===== src/rtl/ctrl_pkg.sv =====
// Shared encodings, control bundle and state type for the pipelined control unit.
package ctrl_pkg;

    localparam int unsigned OP_BASE_W   = 6;
    localparam int unsigned EXEC_BASE_W = 4;

    // Opcode map of the MIPS-subset core
    localparam logic [OP_BASE_W-1:0] OP_ADDU  = 6'h01;
    localparam logic [OP_BASE_W-1:0] OP_ADDI  = 6'h02;
    localparam logic [OP_BASE_W-1:0] OP_SUBIU = 6'h03;
    localparam logic [OP_BASE_W-1:0] OP_SLTI  = 6'h04;
    localparam logic [OP_BASE_W-1:0] OP_LUI   = 6'h05;
    localparam logic [OP_BASE_W-1:0] OP_DIV   = 6'h06;
    localparam logic [OP_BASE_W-1:0] OP_J     = 6'h07;
    localparam logic [OP_BASE_W-1:0] OP_JR    = 6'h08;
    localparam logic [OP_BASE_W-1:0] OP_BEQ   = 6'h09;
    localparam logic [OP_BASE_W-1:0] OP_LL    = 6'h0A;
    localparam logic [OP_BASE_W-1:0] OP_SC    = 6'h0B;

    // ALU command encodings
    localparam logic [EXEC_BASE_W-1:0] EXEC_NONE = 4'b0000;
    localparam logic [EXEC_BASE_W-1:0] EXEC_ADD  = 4'b0001;
    localparam logic [EXEC_BASE_W-1:0] EXEC_SUB  = 4'b0010;
    localparam logic [EXEC_BASE_W-1:0] EXEC_DIV  = 4'b0011;
    localparam logic [EXEC_BASE_W-1:0] EXEC_SLT  = 4'b0100;
    localparam logic [EXEC_BASE_W-1:0] EXEC_LUI  = 4'b0101;

    // Branch command encodings
    localparam logic [1:0] BC_NONE = 2'b00;
    localparam logic [1:0] BC_J    = 2'b01;
    localparam logic [1:0] BC_JR   = 2'b10;
    localparam logic [1:0] BC_BEQ  = 2'b11;

    typedef struct packed {
        logic [EXEC_BASE_W-1:0] exec;
        logic                   branch;
        logic [1:0]             branch_command;
        logic                   immediate_check;
        logic                   store_check;
        logic                   writeback;
        logic                   memory_read;
        logic                   memory_write;
    } ctrl_bundle_t;

    typedef enum logic [1:0] {
        ST_RUN      = 2'd0,
        ST_DIV_WAIT = 2'd1,
        ST_FLUSH    = 2'd2
    } ctrl_state_t;

endpackage


===== src/rtl/ctrl_decode.sv =====
// Pure combinational opcode-to-control-bundle table with illegal-opcode flag.
module ctrl_decode
    import ctrl_pkg::*;
#(
    parameter int unsigned OPCODE_W = 6
) (
    input  logic [OPCODE_W-1:0] opcode,
    input  logic                instr_valid,
    output ctrl_bundle_t        bundle_c,
    output logic                illegal_c,
    output logic                is_div_c,
    output logic                is_ll_c,
    output logic                is_sc_c
);

    logic known;

    // Table lookup; unknown opcodes yield an all-zero bundle
    always_comb begin
        bundle_c  = '0;
        known     = 1'b1;
        is_div_c  = 1'b0;
        is_ll_c   = 1'b0;
        is_sc_c   = 1'b0;
        case (opcode)
            OPCODE_W'(OP_ADDU): begin
                bundle_c.exec      = EXEC_ADD;
                bundle_c.writeback = 1'b1;
            end
            OPCODE_W'(OP_ADDI): begin
                bundle_c.exec            = EXEC_ADD;
                bundle_c.writeback       = 1'b1;
                bundle_c.immediate_check = 1'b1;
            end
            OPCODE_W'(OP_SUBIU): begin
                bundle_c.exec            = EXEC_SUB;
                bundle_c.writeback       = 1'b1;
                bundle_c.immediate_check = 1'b1;
            end
            OPCODE_W'(OP_SLTI): begin
                bundle_c.exec            = EXEC_SLT;
                bundle_c.writeback       = 1'b1;
                bundle_c.immediate_check = 1'b1;
            end
            OPCODE_W'(OP_LUI): begin
                bundle_c.exec            = EXEC_LUI;
                bundle_c.writeback       = 1'b1;
                bundle_c.immediate_check = 1'b1;
                bundle_c.memory_read     = 1'b1;
                bundle_c.store_check     = 1'b1;
            end
            OPCODE_W'(OP_DIV): begin
                bundle_c.exec      = EXEC_DIV;
                bundle_c.writeback = 1'b1;
                is_div_c           = 1'b1;
            end
            OPCODE_W'(OP_J): begin
                bundle_c.immediate_check = 1'b1;
                bundle_c.branch          = 1'b1;
                bundle_c.branch_command  = BC_J;
            end
            OPCODE_W'(OP_JR): begin
                bundle_c.branch         = 1'b1;
                bundle_c.branch_command = BC_JR;
            end
            OPCODE_W'(OP_BEQ): begin
                bundle_c.immediate_check = 1'b1;
                bundle_c.branch          = 1'b1;
                bundle_c.branch_command  = BC_BEQ;
            end
            OPCODE_W'(OP_LL): begin
                bundle_c.exec            = EXEC_ADD;
                bundle_c.writeback       = 1'b1;
                bundle_c.immediate_check = 1'b1;
                bundle_c.memory_read     = 1'b1;
                bundle_c.store_check     = 1'b1;
                is_ll_c                  = 1'b1;
            end
            OPCODE_W'(OP_SC): begin
                bundle_c.exec            = EXEC_ADD;
                bundle_c.immediate_check = 1'b1;
                bundle_c.memory_write    = 1'b1;
                bundle_c.store_check     = 1'b1;
                is_sc_c                  = 1'b1;
            end
            default: begin
                known = 1'b0;
            end
        endcase
    end

    assign illegal_c = instr_valid & ~known;

endmodule


===== src/rtl/pipelined_control_unit.sv =====
// ID-stage control unit: registered decode into ID/EX with load-use stall,
// multi-cycle DIV sequencing, taken-branch flush window and LL/SC link tracking.
module pipelined_control_unit
    import ctrl_pkg::*;
#(
    parameter int unsigned OPCODE_W     = 6,
    parameter int unsigned EXEC_W       = 4,
    parameter int unsigned DIV_LATENCY  = 4,
    parameter int unsigned BRANCH_FLUSH = 2
) (
    input  logic                clk,
    input  logic                rst_n,
    input  logic [OPCODE_W-1:0] opcode_i,
    input  logic                instr_valid_i,
    input  logic                hazard_i,
    input  logic                branch_taken_i,
    input  logic                link_clear_i,
    output logic                branch,
    output logic [EXEC_W-1:0]   execute_command,
    output logic [1:0]          branch_command,
    output logic                immediate_check,
    output logic                store_check,
    output logic                writeback,
    output logic                memory_read,
    output logic                memory_write,
    output logic                ctrl_valid_o,
    output logic                stall_o,
    output logic                flush_o,
    output logic                illegal_o,
    output logic                link_valid_o,
    output logic                sc_success_o
);

    localparam int unsigned CNT_MAX = (DIV_LATENCY > BRANCH_FLUSH) ? DIV_LATENCY : BRANCH_FLUSH;
    localparam int unsigned CNT_W   = $clog2(CNT_MAX + 1);

    // Counter reloads: DIV waits DIV_LATENCY-1 cycles, flush holds BRANCH_FLUSH cycles after the pulse
    localparam logic [CNT_W-1:0] DIV_RELOAD   = CNT_W'((DIV_LATENCY > 1) ? (DIV_LATENCY - 2) : 0);
    localparam logic [CNT_W-1:0] FLUSH_RELOAD = CNT_W'(BRANCH_FLUSH - 1);

    ctrl_state_t  state_q, state_d;
    logic [CNT_W-1:0] cnt_q, cnt_d;
    ctrl_bundle_t bundle_q, bundle_d;
    logic         valid_q, valid_d;
    logic         illegal_q, illegal_d;
    logic         link_q, link_d;
    logic         sc_q, sc_d;
    logic         stall_c, flush_c;

    ctrl_bundle_t dec_bundle;
    logic         dec_illegal;
    logic         dec_div;
    logic         dec_ll;
    logic         dec_sc;

    ctrl_decode #(
        .OPCODE_W (OPCODE_W)
    ) u_decode (
        .opcode      (opcode_i),
        .instr_valid (instr_valid_i),
        .bundle_c    (dec_bundle),
        .illegal_c   (dec_illegal),
        .is_div_c    (dec_div),
        .is_ll_c     (dec_ll),
        .is_sc_c     (dec_sc)
    );

    // Next-state, next-bundle and stall/flush; taken branch overrides everything
    always_comb begin
        state_d   = state_q;
        cnt_d     = cnt_q;
        bundle_d  = '0;
        valid_d   = 1'b0;
        illegal_d = 1'b0;
        sc_d      = 1'b0;
        link_d    = link_q;
        stall_c   = 1'b0;
        flush_c   = 1'b0;

        if (branch_taken_i) begin
            flush_c = 1'b1;
            state_d = ST_FLUSH;
            cnt_d   = FLUSH_RELOAD;
        end else begin
            case (state_q)
                ST_FLUSH: begin
                    flush_c = 1'b1;
                    if (cnt_q == '0) begin
                        state_d = ST_RUN;
                    end else begin
                        cnt_d = cnt_q - CNT_W'(1);
                    end
                end
                ST_DIV_WAIT: begin
                    stall_c = 1'b1;
                    if (cnt_q == '0) begin
                        state_d = ST_RUN;
                    end else begin
                        cnt_d = cnt_q - CNT_W'(1);
                    end
                end
                ST_RUN: begin
                    if (instr_valid_i && hazard_i) begin
                        stall_c = 1'b1;
                    end else if (dec_illegal) begin
                        illegal_d = 1'b1;
                    end else if (instr_valid_i) begin
                        bundle_d = dec_bundle;
                        valid_d  = 1'b1;
                        if (dec_div && (DIV_LATENCY > 1)) begin
                            state_d = ST_DIV_WAIT;
                            cnt_d   = DIV_RELOAD;
                        end
                        if (dec_ll) begin
                            link_d = 1'b1;
                        end
                        // SC only stores if the reservation is still held
                        if (dec_sc) begin
                            sc_d                  = link_q;
                            bundle_d.memory_write = dec_bundle.memory_write & link_q;
                            link_d                = 1'b0;
                        end
                    end
                end
                default: begin
                    state_d = ST_RUN;
                end
            endcase
        end

        // External invalidation beats a same-cycle LL
        if (link_clear_i) begin
            link_d = 1'b0;
        end
    end

    // State, counter, link and ID/EX bundle registers
    always_ff @(posedge clk or negedge rst_n) begin
        if (!rst_n) begin
            state_q   <= ST_RUN;
            cnt_q     <= '0;
            bundle_q  <= '0;
            valid_q   <= 1'b0;
            illegal_q <= 1'b0;
            link_q    <= 1'b0;
            sc_q      <= 1'b0;
        end else begin
            state_q   <= state_d;
            cnt_q     <= cnt_d;
            bundle_q  <= bundle_d;
            valid_q   <= valid_d;
            illegal_q <= illegal_d;
            link_q    <= link_d;
            sc_q      <= sc_d;
        end
    end

    assign branch          = bundle_q.branch;
    assign execute_command = EXEC_W'(bundle_q.exec);
    assign branch_command  = bundle_q.branch_command;
    assign immediate_check = bundle_q.immediate_check;
    assign store_check     = bundle_q.store_check;
    assign writeback       = bundle_q.writeback;
    assign memory_read     = bundle_q.memory_read;
    assign memory_write    = bundle_q.memory_write;
    assign ctrl_valid_o    = valid_q;
    assign illegal_o       = illegal_q;
    assign link_valid_o    = link_q;
    assign sc_success_o    = sc_q;

    // Pipeline control is quiet while reset is held
    assign stall_o = stall_c & rst_n;
    assign flush_o = flush_c & rst_n;

endmodule


===== config.mk =====
export PLATFORM = sky130hd
export DESIGN_NAME = pipelined_control_unit
export DESIGN_NICKNAME = d
export VERILOG_FILES = /design/src/rtl/ctrl_pkg.sv /design/src/rtl/ctrl_decode.sv /design/src/rtl/pipelined_control_unit.sv
export SDC_FILE = /design/constraint.sdc
export NUM_CORES = 1
export LEC_CHECK = 0
export ABC_CLOCK_PERIOD_IN_PS = 2200
export BUFFER_PORTS_ARGS = -buffer_cell sky130_fd_sc_hd__buf_2
export CORE_UTILIZATION = 35
export DETAILED_ROUTE_END_ITERATION = 7
export PLACE_DENSITY = 0.57
export SYNTH_ARGS = -nofsm -noshare
export SYNTH_HDL_FRONTEND = slang
export SYNTH_HIERARCHICAL = 1
export SYNTH_SLANG_ARGS = --single-unit

===== constraint.sdc =====
create_clock -name clk -period 2.2 [get_ports clk]
set_input_delay 0.44 -clock clk [delete_from_list [all_inputs] [get_ports clk]]
set_output_delay 0.44 -clock clk [all_outputs]
set_load 0.05 [all_outputs]

==> out/qor.csv, run 1 <==
stage,metric,value,unit
synthesis,ys flop type,dfrtp_1,
route,number of DRC markers in iteration 0,30,
synthesis,Async SR Flop Fraction,100.0,%
clock_network,CTS Sinks,21,
synthesis,"flops & latches, synth",21,
setup_path,"Req. time, crit path",1.76,ns
route,Routed WL,2377,µm
synthesis,Yosys cell types,51,
power_and_ir_drop,maximum VDD drop,0.1778,mV
synthesis,Syn Inst Count,120,
synthesis,Mapped Avg Cell Area,10.68,µm²
sta,Final Max Tran Viols,0,
route,DRC Markers,0,
synthesis,synth warn,6,
hold_path,hold crit path type,in2async,
sta,clock skew,0.0005968,ns
cells_and_area,final cell count without fillers,194,
power_and_ir_drop,combinational power share,37.6,%
sta,crit share post-route,95.61,%
setup_path,arrival time at the worst endpoint,1.66,ns
setup_path,critical path cell sequence,"inv_1, ha_1, a31oi_1, nor3b_2, buf_2",
placement,worst slack at placement,0.2082,ns
global_routing,first-pass GRT wire length,4084,µm
floorplan,row count,21,
power_and_ir_drop,PD cells,679.2,mW/mm²
global_routing,grt ovf,0,
sta,final setup margin,0.09668,ns
sta,fmax,475.4,MHz
synthesis,Post-synth EDFFs,0,
clock_network,CTS tree,done,
power_and_ir_drop,Reg power frac,43.8,%
floorplan,area of the core,0.003416,mm²
setup_path,Startpoint Class,flip-flop,
power_and_ir_drop,clock share of power,18.6,%
global_routing,largest net degree at the start of global routing,22,
setup_path,Critical-path top delay cell,dfrtp_1,
route,drt first pass iters,4,
clock_network,Worst-path clk slew,0.11,ns
cells_and_area,number of diodes,0,
power_and_ir_drop,Int Power,0.6442,mW
job,Max Cap Viol,0,
cells_and_area,area growth from synthesis to layout,14.45,%
floorplan,Die Wd,62.51,µm
clock_network,CTS Buf Count,3,
clock_network,Resized Gates After CTS,0,
clock_network,Worst-Skew Late Latency,0.30,ns
sta,Tmin final,2.103,ns
placement,gpl congestion,0.7588,
clock_network,H-tree depth,1,
cells_and_area,design area,0.001466,mm²
floorplan,Chip Height,62.51,µm
setup_path,Crit. End Element,primary output,
setup_path,critical path peak fanout,5,
route,DR vias,964,
cells_and_area,FILL cells,361,
clock_network,clk buf depth,2,
power_and_ir_drop,Static Leak,0.7106,nW
cells_and_area,most frequent cells in the layout,"29 x buf_2, 21 x dfrtp_1, 11 x and2_1, 7 x inv_1, 7 x a21oi_1",
sta,"Setup violations, final",0,
outcome,status,"finished, final reports clean",
route,vias per std cell,4.969,
synthesis,synthesized area,0.001281,mm²
synthesis,syn_nets,137,
global_routing,initial antenna violation count,0,
floorplan,die area,0.003907,mm²
route,Final ANT Viol Nets,0,
placement,post-DP HPWL,1855,µm
sta,"Hold Vio Cnt, Final",0,
placement,placed cells,190,
setup_path,Crit Path Class,reg2out,
setup_path,critical path's largest stage delay,0.43,ns
clock_network,hold buffers post-CTS,0,
cells_and_area,Final Core Density,42.93,%
cells_and_area,layout cells sized above 1,37.16,%
clock_network,post-CTS setup buffers,0,
sta,RSZ-0062 raised after global routing,false,
route,wire per inst,12.25,µm
floorplan,Starting Density,37.51,%
cells_and_area,Final nets,166,
global_routing,number of global-route vias before repair,924,
sta,Sum Neg Setup Slack,0,ns
floorplan,io pins,30,
placement,placed cell area,0.001439,mm²
power_and_ir_drop,switching power,0.3518,mW
synthesis,"Seq/Total Area, Yosys",41.02,%
global_routing,Total GRT Usage,13.36,%
cells_and_area,"commonest non-fill, non-tap cell in the layout",buf_2,
placement,count of input and output buffers,29,
clock_network,Root Buffer,clkbuf_4,
power_and_ir_drop,Switching Fraction,35.32,%
[registers in the layout, indices dropped and copies added, names as in the netlist, 2 cells and up]
register         flops
branch_command       2
state_q              2
execute_command      4
cnt_q                3
[synthesized netlist by cell type, types with 2 or more instances]
cell type / number / area (µm²)
o21ai_0: 2 / 10.01
ha_1: 5 / 62.56
nor3_2: 5 / 50.05
dfrtp_1: 21 / 525.5
xnor2_1: 2 / 17.52
and3_1: 3 / 18.77
inv_1: 7 / 26.28
buf_6: 4 / 45.04
and2_1: 11 / 68.82
o31a_1: 2 / 17.52
nand4bb_1: 2 / 22.52
nand2_1: 3 / 11.26
a211oi_1: 2 / 15.01
buf_4: 5 / 37.54
nand3b_1: 2 / 15.01
a21oi_1: 7 / 35.03
nand2b_1: 3 / 18.77
[path summary, 6_finish.rpt]
path	start	end	slack (ns)	cells after the start
min	rst_n	state_q[1]	0.12	2
min in group clk	link_clear_i	link_valid_o	0.27	2
max in group asynchronous	rst_n	execute_command[1]	1.88	2
max reg2reg	cnt_q[0]	cnt_q[2]	0.50	6
min reg2reg	state_q[1]	state_q[1]	0.52	1
max	state_q[0]	stall_o	0.1	5
[layer usage]
layer	routed length, µm	up-vias	GRT usage, %
li1	-	477	-
met1	1131	464	17.53
met2	1124	19	21.20
met3	70	4	1.460
met4	51	0	7.849
met5	0	-	0
[logic make-up after synthesis]
| family | Yosys count | share of synthesized area [%] |
|---|---|---|
| AND/OR/NAND/NOR | 50 | 29.88 |
| flip-flops | 21 | 41.02 |
| adder cells (fa/ha/maj) | 5 | 4.883 |
| other | 1 | 0.2927 |
| buffers and inverters | 17 | 8.887 |
| multiplexers | 1 | 0.7813 |
| AO/OA/AOI/OAI | 23 | 12.89 |
| XOR/XNOR | 2 | 1.367 |
[worst max-delay path: cells and delay by family (launching register included)]
kind                       cells  cell delay [ns]
AOI/OAI and AO/OA              1             0.13
DFF                            1             0.43
adders and majority gates      1             0.25
and+or+nand+nor                1             0.18
buffers and inverters          2             0.37
[power by group through the flow]
stage                     logic, mW  registers, mW  clock network (mW)
after floorplan               0.289          0.453                   0
after global placement        0.357          0.444                   0
after detailed placement      0.375          0.446                   0
after CTS                     0.377          0.438               0.192
after global routing          0.414          0.442               0.212
final                         0.374          0.437               0.185
[layout make-up]
type,count,area (µm²),area share [%]
repair buffers,34,182.7,12.46
clock inverters,1,5.005,0.3413
multi-input cells,82,646.9,44.11
flip-flops and latches,21,525.5,35.84
clock buffers,3,22.52,1.536
inverters,7,26.28,1.792
well taps,46,57.56,3.925
[metrics by stage]
| step | total power, mW | hold WS, ns |
|---|---|---|
| CTS | 1.007 | 0.1254 |
| global route | 1.069 | 0.1450 |
| floorplan | 0.7418 | 0.1444 |
| detailed placement | 0.8211 | 0.4695 |
| finish | 0.9960 | 0.1193 |
| global placement | 0.8014 | 0.4632 |
Note: power is estimated with default switching activity, not from simulation.
==> inputs of run 2 (changes only) <==
- ABC_AREA: default -> 1
- HOLD_SLACK_MARGIN: default -> 0.12
==> out/qor.csv, run 2 <==
stage,metric,value,unit,change
outcome,status,"finished, final reports clean",,
floorplan,Starting Density,36.26,%,-1.2 points
route,drt first pass iters,4,,unchanged
cells_and_area,design area,0.001560,mm²,+6.4%
clock_network,CTS tree,done,,
route,DRC Markers,0,,unchanged
floorplan,row count,22,,+4.8%
power_and_ir_drop,combinational power share,32.2,%,-5.4 points
setup_path,Crit. End Element,primary output,,
sta,final hold slack,0.1443,ns,+0.02495 ns
synthesis,Yosys cell types,20,,-61%
power_and_ir_drop,Switching Fraction,35.35,%,about the same
job,Max Cap Viol,0,,unchanged
sta,Sum Neg Setup Slack,0,ns,unchanged
power_and_ir_drop,Int Power,0.6729,mW,+4.5%
setup_path,Crit Path Class,reg2out,,
global_routing,grt ovf,0,,unchanged
synthesis,Synth area leader,dfrtp_1,,
floorplan,die area,0.004043,mm²,+3.5%
cells_and_area,most frequent cells in the layout,"46 x nand2_1, 35 x inv_1, 28 x buf_2, 21 x dfrtp_1, 13 x nor2_1",,
power_and_ir_drop,Total Power,1.041,mW,+4.5%
power_and_ir_drop,Reg power frac,43.3,%,-0.5 points
synthesis,synth top area cells,"dfrtp_1 40%, nand2_1 13%, inv_1 9.9%",,
synthesis,"Seq/Total Area, Yosys",39.59,%,-1.4 points
placement,count of input and output buffers,29,,unchanged
clock_network,CTS Buf Count,3,,unchanged
placement,placed cell area,0.001506,mm²,+4.7%
power_and_ir_drop,maximum VDD drop,0.2198,mV,+24%
setup_path,"Req. time, crit path",1.76,ns,about the same
synthesis,most common cell in the synthesized netlist,nand2_1,,
power_and_ir_drop,Static Leak,0.9224,nW,+30%
clock_network,clk buf depth,2,,unchanged
cells_and_area,sequential cell area,525.5,µm²,unchanged
floorplan,Chip Height,63.59,µm,+1.7%
synthesis,syn_nets,200,,+46%
cells_and_area,number of diodes,0,,unchanged
setup_path,Startpoint Class,flip-flop,,
cells_and_area,layout cells sized above 1,32.86,%,-4.3 points
route,number of DRC markers in iteration 0,40,,+33%
synthesis,synthesized area,0.001328,mm²,+3.6%
synthesis,ys flop type,dfrtp_1,,
floorplan,Die Wd,63.59,µm,+1.7%
cells_and_area,area growth from synthesis to layout,17.53,%,
floorplan,area of the core,0.003661,mm²,+7.2%
clock_network,Root Buffer,clkbuf_8,,
power_and_ir_drop,PD cells,667.1,mW/mm²,-1.8%
route,Routed WL,2335,µm,-1.8%
placement,worst slack at placement,0.3131,ns,+0.1050 ns
clock_network,post-CTS setup buffers,0,,unchanged
clock_network,Worst-path clk slew,0.08,ns,-0.03 ns
cells_and_area,max FFs per register,4,,unchanged
global_routing,largest net degree at the start of global routing,22,,unchanged
floorplan,io pins,30,,unchanged
sta,final setup margin,0.1624,ns,+0.06575 ns
cells_and_area,FILL cells,390,,+8.0%
setup_path,critical path peak fanout,5,,unchanged
synthesis,Post-synth EDFFs,0,,unchanged
setup_path,arrival time at the worst endpoint,1.60,ns,-0.06 ns
global_routing,initial antenna violation count,0,,unchanged
power_and_ir_drop,clock share of power,24.4,%,+5.8 points
synthesis,Synth top area share,39.59,%,-1.4 points
clock_network,hold buffers post-CTS,0,,unchanged
clock_network,CTS Sinks,21,,unchanged
synthesis,"flops & latches, synth",21,,unchanged
cells_and_area,"commonest non-fill, non-tap cell in the layout",nand2_1,,
cells_and_area,Final nets,231,,+39%
sta,crit share post-route,92.62,%,-3.0 points
global_routing,first-pass GRT wire length,4264,µm,+4.4%
route,wire per inst,8.946,µm,-27%
route,Final ANT Viol Nets,0,,unchanged
sta,RSZ-0062 raised after global routing,false,,
cells_and_area,multi-input logic area,598.1,µm²,-7.5%
clock_network,Resized Gates After CTS,0,,unchanged
sta,"Hold Vio Cnt, Final",0,,unchanged
sta,"Setup violations, final",0,,unchanged
global_routing,number of global-route vias before repair,1013,,+9.6%
global_routing,Total GRT Usage,13.80,%,+0.44 points
clock_network,Worst-Skew Late Latency,0.26,ns,-0.04 ns
synthesis,synth warn,6,,unchanged
synthesis,most common library cells after synthesis,"46 x nand2_1, 35 x inv_1, 21 x dfrtp_1, 13 x nor2_1",,
sta,clock skew,0.006473,ns,+0.005876 ns
synthesis,Syn Inst Count,183,,+53%
route,DR vias,1065,,+10%
power_and_ir_drop,switching power,0.3679,mW,+4.6%
sta,fmax,490.8,MHz,+3.2%
placement,post-DP HPWL,1910,µm,+3.0%
route,vias per std cell,4.080,,-18%
synthesis,Mapped Avg Cell Area,7.254,µm²,-32%
cells_and_area,final cell count without fillers,261,,+35%
sta,Final Max Tran Viols,0,,unchanged
sta,Tmin final,2.038,ns,-0.06575 ns
placement,gpl congestion,0.9429,,+24%
cells_and_area,Final Core Density,42.62,%,-0.31 points
hold_path,hold crit path type,in2async,,
synthesis,Async SR Flop Fraction,100.0,%,unchanged
clock_network,H-tree depth,1,,unchanged
placement,placed cells,257,,+35%
-- run 2: cell families (layout without fill, tap and decap cells) --
family | Yosys count | in the layout | synth area share, %
flip-flops | 21 | 21 | 39.58
AO/OA/AOI/OAI | 5 | 5 | 1.884
AND/OR/NAND/NOR | 101 | 101 | 37.98
buffers and inverters | 50 | 80 | 15.55
adder cells (fa/ha/maj) | 5 | 5 | 4.713
other | 1 | 1 | 0.2825
-- run 2: worst paths after layout --
| path | startpoint | to | slack (ns) | cells after the start |
|---|---|---|---|---|
| min in group clk | link_clear_i | link_valid_o | 0.40 | 4 |
| hold reg to reg | cnt_q[2] | cnt_q[2] | 0.49 | 2 |
| hold / removal | rst_n | branch_command[0] | 0.14 | 2 |
| setup reg to reg | state_q[0] | memory_write | 0.77 | 8 |
| max in group asynchronous | rst_n | illegal_o | 1.84 | 2 |
| setup / recovery | state_q[0] | stall_o | 0.16 | 7 |
-- run 2: critical path, stage by stage (launching register included) --
cell,delay [ns]
dfrtp_1,0.40
inv_1,0.09
ha_2,0.21
inv_2,0.06
nor2_4,0.15
nand2_1,0.07
a21oi_1,0.14
buf_4,0.22
-- run 2: layout make-up --
type / instances / share of cell area [%]
Inverter: 46 / 11.07
Tap cell: 48 / 3.849
Timing Repair Buffer: 30 / 9.944
Clock inverter: 1 / 0.4812
Sequential cell: 21 / 33.68
Multi-Input combinational cell: 112 / 38.33
Clock buffer: 3 / 2.646
-- run 2: power by group through the flow --
stage | clock (mW) | combinational [mW] | sequential, mW
finish | 0.254 | 0.335 | 0.451
global route | 0.286 | 0.399 | 0.460
CTS | 0.266 | 0.334 | 0.452
detailed placement | 0 | 0.332 | 0.459
global placement | 0 | 0.334 | 0.461
floorplan | 0 | 0.251 | 0.463
-- run 2: routing by layer --
layer	share of wire [%]	GRT usage (%)	vias to the layer above
met3	2.8	2.174	4
met4	2.2	7.670	0
met1	51	18.24	450
met5	0	0	-
met2	44	21.28	19
li1	-	-	592
==> inputs of run 3 (changes only) <==
- ABC_AREA: 1 -> default
- ABC_CLOCK_PERIOD_IN_PS: 2200 -> 2370
- PLACE_DENSITY: 0.57 -> 0.54
- clock period: 2.2 -> 2.37 ns (I/O delays scaled with it)
==> out/qor.csv, run 3 (same netlist as run 1, synthesis figures left out) <==
stage,metric,value,unit,change
sta,clock skew,0.004742,ns,-0.001732 ns
setup_path,Crit. End Element,primary output,,
job,Max Cap Viol,0,,unchanged
hold_path,Min-Delay Path Depth,2,,
power_and_ir_drop,Switching Fraction,34.25,%,-1.1 points
sta,"Setup violations, final",0,,unchanged
floorplan,row count,21,,-4.5%
clock_network,CTS Buf Count,3,,unchanged
sta,Final Max Tran Viols,0,,unchanged
route,number of DRC markers in iteration 0,15,,-63%
floorplan,Starting Density,37.51,%,+1.2 points
placement,count of input and output buffers,29,,unchanged
cells_and_area,final cell count without fillers,193,,-26%
power_and_ir_drop,combinational power share,37.2,%,+5.0 points
floorplan,Die Wd,62.51,µm,-1.7%
route,vias per std cell,4.995,,+22%
setup_path,"setup slack, reg-to-reg",0.68,ns,-0.09 ns
power_and_ir_drop,PD cells,623.0,mW/mm²,-6.6%
global_routing,grt ovf,0,,unchanged
clock_network,Worst-Skew Late Latency,0.29,ns,+0.03 ns
cells_and_area,"commonest non-fill, non-tap cell in the layout",buf_2,,
global_routing,largest net degree at the start of global routing,16,,-27%
setup_path,Crit Path Class,in2out,,
clock_network,CTS Sinks,21,,unchanged
power_and_ir_drop,Static Leak,0.7024,nW,-24%
cells_and_area,most frequent cells in the layout,"29 x buf_2, 21 x dfrtp_1, 11 x and2_1, 7 x inv_1, 7 x a21oi_1",,
sta,fmax,463.4,MHz,
cells_and_area,layout cells sized above 1,35.37,%,+2.5 points
global_routing,number of global-route vias before repair,988,,-2.5%
clock_network,CTS tree,done,,
route,wire per inst,12.36,µm,+38%
power_and_ir_drop,Reg power frac,44.6,%,+1.3 points
placement,post-DP HPWL,1801,µm,-5.7%
sta,"Hold Vio Cnt, Final",0,,unchanged
sta,Tmin final,2.158,ns,
setup_path,worst reg2reg endpoint,cnt_q[2],,
power_and_ir_drop,switching power,0.3116,mW,-15%
route,Routed WL,2385,µm,+2.1%
clock_network,H-tree depth,1,,unchanged
placement,placed cells,188,,-27%
global_routing,initial antenna violation count,0,,unchanged
setup_path,Startpoint Class,input port,,
floorplan,die area,0.003907,mm²,-3.4%
power_and_ir_drop,maximum VDD drop,0.1271,mV,-42%
route,DR vias,964,,-9.5%
sta,final setup margin,0.2119,ns,+0.04943 ns
sta,Sum Neg Setup Slack,0,ns,unchanged
setup_path,arrival time at the worst endpoint,1.68,ns,+0.08 ns
setup_path,"Req. time, crit path",1.90,ns,+0.14 ns
setup_path,FF-to-FF Start,cnt_q[0],,
sta,crit share post-route,91.06,%,
clock_network,clk buf depth,2,,unchanged
hold_path,hold endpoint,link_valid_o,,
global_routing,first-pass GRT wire length,4215,µm,-1.1%
hold_path,hold crit path type,in2reg,,
floorplan,area of the core,0.003416,mm²,-6.7%
route,Final ANT Viol Nets,0,,unchanged
setup_path,critical path peak fanout,9,,+4
placement,worst slack at placement,0.3384,ns,+0.02529 ns
cells_and_area,max FFs per register,4,,unchanged
floorplan,io pins,30,,unchanged
cells_and_area,number of diodes,0,,unchanged
cells_and_area,area growth from synthesis to layout,13.96,%,
power_and_ir_drop,Int Power,0.5981,mW,-11%
cells_and_area,Final nets,165,,-29%
clock_network,Root Buffer,clkbuf_4,,
floorplan,Chip Height,62.51,µm,-1.7%
clock_network,Worst-path clk slew,0.11,ns,+0.03 ns
outcome,status,"finished, final reports clean",,
hold_path,hold_sp,link_clear_i,,
setup_path,worst-case reg-to-reg path depth,6,,-2
route,DRC Markers,0,,unchanged
route,drt first pass iters,2,,-2
placement,gpl congestion,0.7082,,-25%
sta,RSZ-0062 raised after global routing,false,,
global_routing,Total GRT Usage,13.42,%,-0.38 points
power_and_ir_drop,clock share of power,18.2,%,-6.2 points
cells_and_area,FILL cells,353,,-9.5%
[run 3: final cells by class]
| class | instances | area [µm²] | area share, % |
|---|---|---|---|
| Tap cell | 46 | 57.56 | 3.942 |
| Clock buffer | 4 | 26.28 | 1.799 |
| Sequential cell | 21 | 525.5 | 35.99 |
| Multi-Input combinational cell | 82 | 646.9 | 44.30 |
| Timing Repair Buffer | 33 | 177.7 | 12.17 |
| Inverter | 7 | 26.28 | 1.799 |
[run 3: critical path, cell delays in order]
cell           delay, ns
dlygate4sd3_1       0.52
buf_2               0.21
nor3b_2             0.20
buf_2               0.28
[run 3: worst max-delay path by stage]
stage	startpoint	to	slack [ns]	cells after the start
floorplan	opcode_i[5]	cnt_q[0]	0.43	6
global placement	opcode_i[5]	cnt_q[0]	0.37	6
detailed placement	opcode_i[5]	cnt_q[0]	0.34	6
CTS	rst_n	stall_o	0.17	4
global route	rst_n	stall_o	0.13	4
finish	rst_n	stall_o	0.21	4
[run 3: power groups by stage]
stage	Sequential, mW	Combinational, mW	Clock, mW
global route	0.408	0.383	0.192
detailed placement	0.414	0.341	0
finish	0.406	0.338	0.165
CTS	0.406	0.343	0.178
floorplan	0.420	0.268	0
global placement	0.412	0.333	0
[run 3: layer usage]
metal	GRT usage, %	share of wire (%)	up-vias	wire [µm]
met5	0	0	-	0
met4	6.977	1.1	0	27
met3	1.095	2.3	2	55
met2	23.91	51	14	1210
met1	15.98	46	472	1090
li1	-	-	476	-
[run 3: repair_timing]
action	in CTS	in global routing
setup buffers	0	0
hold endpoints to repair	6	0
resized for setup	0	0
hold buffers	1	0
[run 3: through the flow]
| stage | hold WS [ns] | area [µm²] | total power, mW | util (%) |
|---|---|---|---|---|
| floorplan | 0.1784 | 1286 | 0.6886 | - |
| global placement | 0.3230 | 1424 | 0.7451 | 41.69 |
| detailed placement | 0.3264 | 1424 | 0.7544 | 41.69 |
| CTS | 0.3059 | 1460 | 0.9271 | 42.75 |
| global route | 0.3056 | 1460 | 0.9826 | 42.75 |
| finish | 0.3178 | 1460 | 0.9096 | 42.75 |
